`src/rtl/lfsr_sat_counter.sv`:
```
// Saturating up-counter with synchronous clear; clear wins over increment.
module lfsr_sat_counter #(
  parameter int WIDTH = 16
) (
  input  logic             clk,
  input  logic             reset,
  input  logic             inc,
  input  logic             clear,
  output logic [WIDTH-1:0] count
);

  always_ff @(posedge clk or negedge reset) begin
    if (!reset) begin
      count <= '0;
    end else if (clear) begin
      count <= '0;
    end else if (inc && (count != '1)) begin
      count <= count + 1'b1;
    end
  end

endmodule

```
`config.mk`:
```
export PLATFORM = sky130hd
export DESIGN_NAME = lfsr_sat_counter
export DESIGN_NICKNAME = d
export VERILOG_FILES = /design/src/rtl/lfsr_sat_counter.sv
export SDC_FILE = /design/constraint.sdc
export NUM_CORES = 1
export LEC_CHECK = 0
export ABC_AREA = 1
export CORE_UTILIZATION = 54
export DETAILED_ROUTE_END_ITERATION = 10
export GPL_TIMING_DRIVEN = 1
export PLACE_DENSITY = 0.86
export SETUP_SLACK_MARGIN = 0.05
export SLEW_MARGIN = 0
export SYNTH_ARGS = -nofsm -noshare
export SYNTH_HDL_FRONTEND = slang
export SYNTH_SLANG_ARGS = --single-unit
```
`constraint.sdc`:
```
create_clock -name clk -period 4.25 [get_ports clk]
set_clock_uncertainty 0.1 [all_clocks]
set_input_delay 0.6375 -clock clk [delete_from_list [all_inputs] [get_ports clk]]
set_output_delay 0.6375 -clock clk [all_outputs]
set_load 0.1 [all_outputs]
```
## After elaboration in Yosys (flattened, before gate mapping)

Index checks and enable logic that the tools add are counted.

- Add/sub/neg operators: 1
- Equal/unequal tests: 1
- Muxes and demuxes: 2
- Reduce and logical (&&, ||, !) cells: 2

Operators by type and width:

| operator | number |
|---|---|
| 2-to-1 mux 16 bit | 2 |
| adder 16 x 1 -> 16 bit, second input constant | 1 |
| != test 16 bit, second input constant | 1 |
| nonzero test 2 bit | 1 |
| logical AND 1 bit | 1 |

- Bits in registers: 16
- Input bits: 4
- Output and inout port bits: 16
- Word-level logic and storage cells: 7

## Longest topological paths before layout

- Depth in word-level cells: 4
- Depth in mapped cells: 10
- Depth with buffers taken out: 9

## Worst setup path after synthesis

Ideal clock, no wire load.

- Path type: reg-to-reg
- Start point: reg count[1]
- End point: reg count[7]
- Library setup time: 0.067 ns
- Arrival time: 2.180 ns
- Required time: 4.083 ns
- Path slack: 1.902 ns
- Stages on the path, launching flop included: 11
- Path buffers: 1
- Clock period less this slack: 2.348 ns
- Cell sequence: dfrtp_1 -> ha_1 -> nand2_2 -> nor2_4 -> nand2_4 -> o21ai_4 -> nand2_4 -> inv_4 -> buf_12 -> nand2_1 -> nand2_1

- Longest elaborated chain between the ends: 3
- Elaborated cells between the ends (all ways): 6
- Classes of those cells: add/sub: 1; eq/ne: 1; mux: 2; reduce/logical: 2

Ends and longest elaborated chain:

| item | line | RTL |
|---|---|---|
| start, declared | 9 | `output logic [WIDTH-1:0] count` |
| start signal, assigned | 18 | `count <= count + 1'b1;` |
| adder 16 x 1 -> 16 bit / != test 16 bit (equally long branches) | 18, 17 |  |
| 2-to-1 mux 16 bit / logical AND 1 bit (equally long branches) | 17 | `end else if (inc && (count != '1)) begin` |
| 2-to-1 mux 16 bit / nonzero test 2 bit (equally long branches) | n/a |  |

Parallel ways exist; a longest one is shown, timed or not. The select of a mux whose other input is x is not followed.
A chain may end at the register's enable or synchronous reset.

## Worst setup path after layout

- Start point: reg count[6]
- End point: out count[6]

No word-level cell between the ends.

==> run summary <==
CP Buf/Inv Count -> 1
Synth cell count leaders -> 55 x nand2_1, 16 x dfrtp_1, 14 x nor2_1
CTS H-Tree Depth -> 1
CP Capture Type -> primary output
Number of flip-flops under the largest register name -> 16
Top-count cell post-synth -> nand2_1
Core footprint -> 1760 sq um
Post-layout minimum cycle time -> 2670 ps
Core Rows -> 15
Core Util, Final -> 71.0%
DIE AREA -> 2100 sq um
CP Cell Sequence -> clkdlybuf4s50_1
WL met3 -> 88 microns
Met1 WL -> 1020 microns
RSZ-0062 raised after global routing -> false
P_leak -> 0.000585 uW
Clk slew on worst S/H paths -> 90 ps
Max Cap Viol -> 0
Placed cell area -> 1230 sq um
Worst EP required -> 3510 ps
Final HPWL DP -> 1740 microns
Post-synth top flop -> dfrtp_1
Nets -> 170
Synth area leader -> dfrtp_1
CTS Hold Buffers Added -> 0
Post-Place Setup Slack -> 1880 ps
Unique cell type count in the Yosys netlist -> 23
Final std cell area, no fill -> 1250 sq um
Ports -> 20
Clock tree buffer depth -> 2
Worst hold path class -> flop to flop
Post-CTS sizing -> 0
Maximum VDD drop -> 171 uV
Tcrit/Tclk final -> 62.7%
Register Area -> 400 sq um
CP max-delay cell -> clkdlybuf4s50_1
Final ANT Viol Nets -> 0
Cells after synthesis -> 144
Post-synthesis sequential area ratio -> 38.6%
Clk Latency, worst-skew pair -> 290 ps
Crit path launch type -> flop
PD cells -> 217 nW/um^2
Vias in the first global route -> 899
Final WS setup -> 1580 ps
Arrival time of the worst setup path -> 1930 ps
Total gr overflow -> 0
Fillers -> 161
Most flop-heavy register -> count
Post-synth EDFFs -> 0
Residual DRC -> 0
Initial DRT Pass Iterations -> 5
CTS tree -> done
Top post-synthesis cells by area -> dfrtp_1 39%, nand2_1 20%, nand3_1 5.8%
Fmax achieved -> 0.375 GHz
Share of async-settable or async-resettable flops after synthesis -> 100%
Final cell count without fillers -> 188
DR vias -> 989
Mapped Avg Cell Area -> 7.20 sq um
Synth Register Bits -> 16
Die height -> 45.8 microns
Final hold violations -> 0
Final WL -> 2320 microns
Overall Global Routing Usage -> 25.5%
GPL Wtd Cong -> 0.876
Top Registers -> count: 16 flops
Setup TNS -> 0 ps
Outcome -> finished clean
Num Clock Sinks -> 16
Die W -> 45.8 microns
Starting DRT DRC Count -> 17
Worst Path Max Fanout -> 6
Share of layout cells above drive strength 1 -> 7.98%
Initial Utilization -> 58.8%
Post-Synthesis Cell Area -> 1040 sq um
Inserted Clock Buffers -> 3
Post-CTS Setup Inserts -> 0
Worst path max stage delay -> 1170 ps
IO Port Bufs -> 19
Yosys top cell area share -> 38.6%
Initial antenna violation count -> 0
WL met2 -> 1180 microns
Via density -> 5.26
Multi-input logic area -> 557 sq um
Yosys warnings -> 0
Slew @ Worst Pin -> 977 ps
Syn_nets -> 149
Top sig layer -> met4
Max_slew headroom -> 34.7%
Largest net degree at the start of global routing -> 17
Setup violators final -> 0
Dpl cells -> 185
Critical path's top delay family -> buffers and inverters
Diode count -> 0
Layout area overhead -> 20.7%
Slew Viols, Final -> 0
Wire per inst -> 12.3 microns
First-pass GRT wire length -> 3860 microns
Setup CP Type -> flop to primary output
Root Driver -> clkbuf_4
[power by group]
part           switching [uW]  leakage (uW)  internal [uW]
combinational            26.8      0.000349           8.53
sequential               1.98      0.000222            154
clock                    47.4     0.0000138           33.0
[kinds of logic after synthesis]
| group | count (synthesis) | synth area share (%) |
|---|---|---|
| buffers and inverters | 16 | 7.72 |
| AND/OR/NAND/NOR | 98 | 42.8 |
| flip-flops | 16 | 38.6 |
| adder cells (fa/ha/maj) | 1 | 1.21 |
| AO/OA/AOI/OAI | 8 | 5.43 |
| XOR/XNOR | 5 | 4.22 |
[layer usage]
layer | up-vias | track usage, %
li1 | 499 | -
met1 | 462 | 32.9
met2 | 24 | 43.4
met3 | 4 | 2.38
met4 | 0 | 10.0
met5 | - | 0
[cell type report]
type | count | area share, %
multi-input cells | 112 | 44.5
flip-flops and latches | 16 | 32.0
repair buffers | 19 | 15.2
inverters | 13 | 4.10
well taps | 25 | 2.50
clock buffers | 3 | 1.80
[per-stage QoR]
step / hold slack (ps) / total power (uW)
6_report: 462 / 271
5_1_grt: 513 / 280
4_1_cts: 465 / 273
3_5_place_dp: 445 / 194
3_3_place_gp: 424 / 194
2_1_floorplan: 242 / 184
[path summary, 6_finish.rpt]
kind | startpoint | end | slack, ps | depth (start not counted)
setup / recovery | count[6]$_DFFE_PN0P_ | count[6] | 1580 | 1
setup reg to reg | count[0]$_DFFE_PN0P_ | count[11]$_DFFE_PN0P_ | 2130 | 8
hold reg to reg | count[15]$_DFFE_PN0P_ | count[15]$_DFFE_PN0P_ | 460 | 2
max in group asynchronous | reset | count[10]$_DFFE_PN0P_ | 2950 | 1
min in group asynchronous | reset | count[6]$_DFFE_PN0P_ | 660 | 1
hold / removal | count[15]$_DFFE_PN0P_ | count[15]$_DFFE_PN0P_ | 460 | 2
[layout by cell type (no fill, tap or decap), types with 3 or more instances in the layout]
cell             Yosys  layout
nand2_1             55      55
clkdlybuf4s50_1      0      19
dfrtp_1             16      16
nor2_1              14      14
nand3_1             12      12
inv_1               11      11
nand4_1              9       9
o21ai_0              4       4
xor2_1               3       3
clkbuf_4             0       3
(Power assumes the default switching activity.)
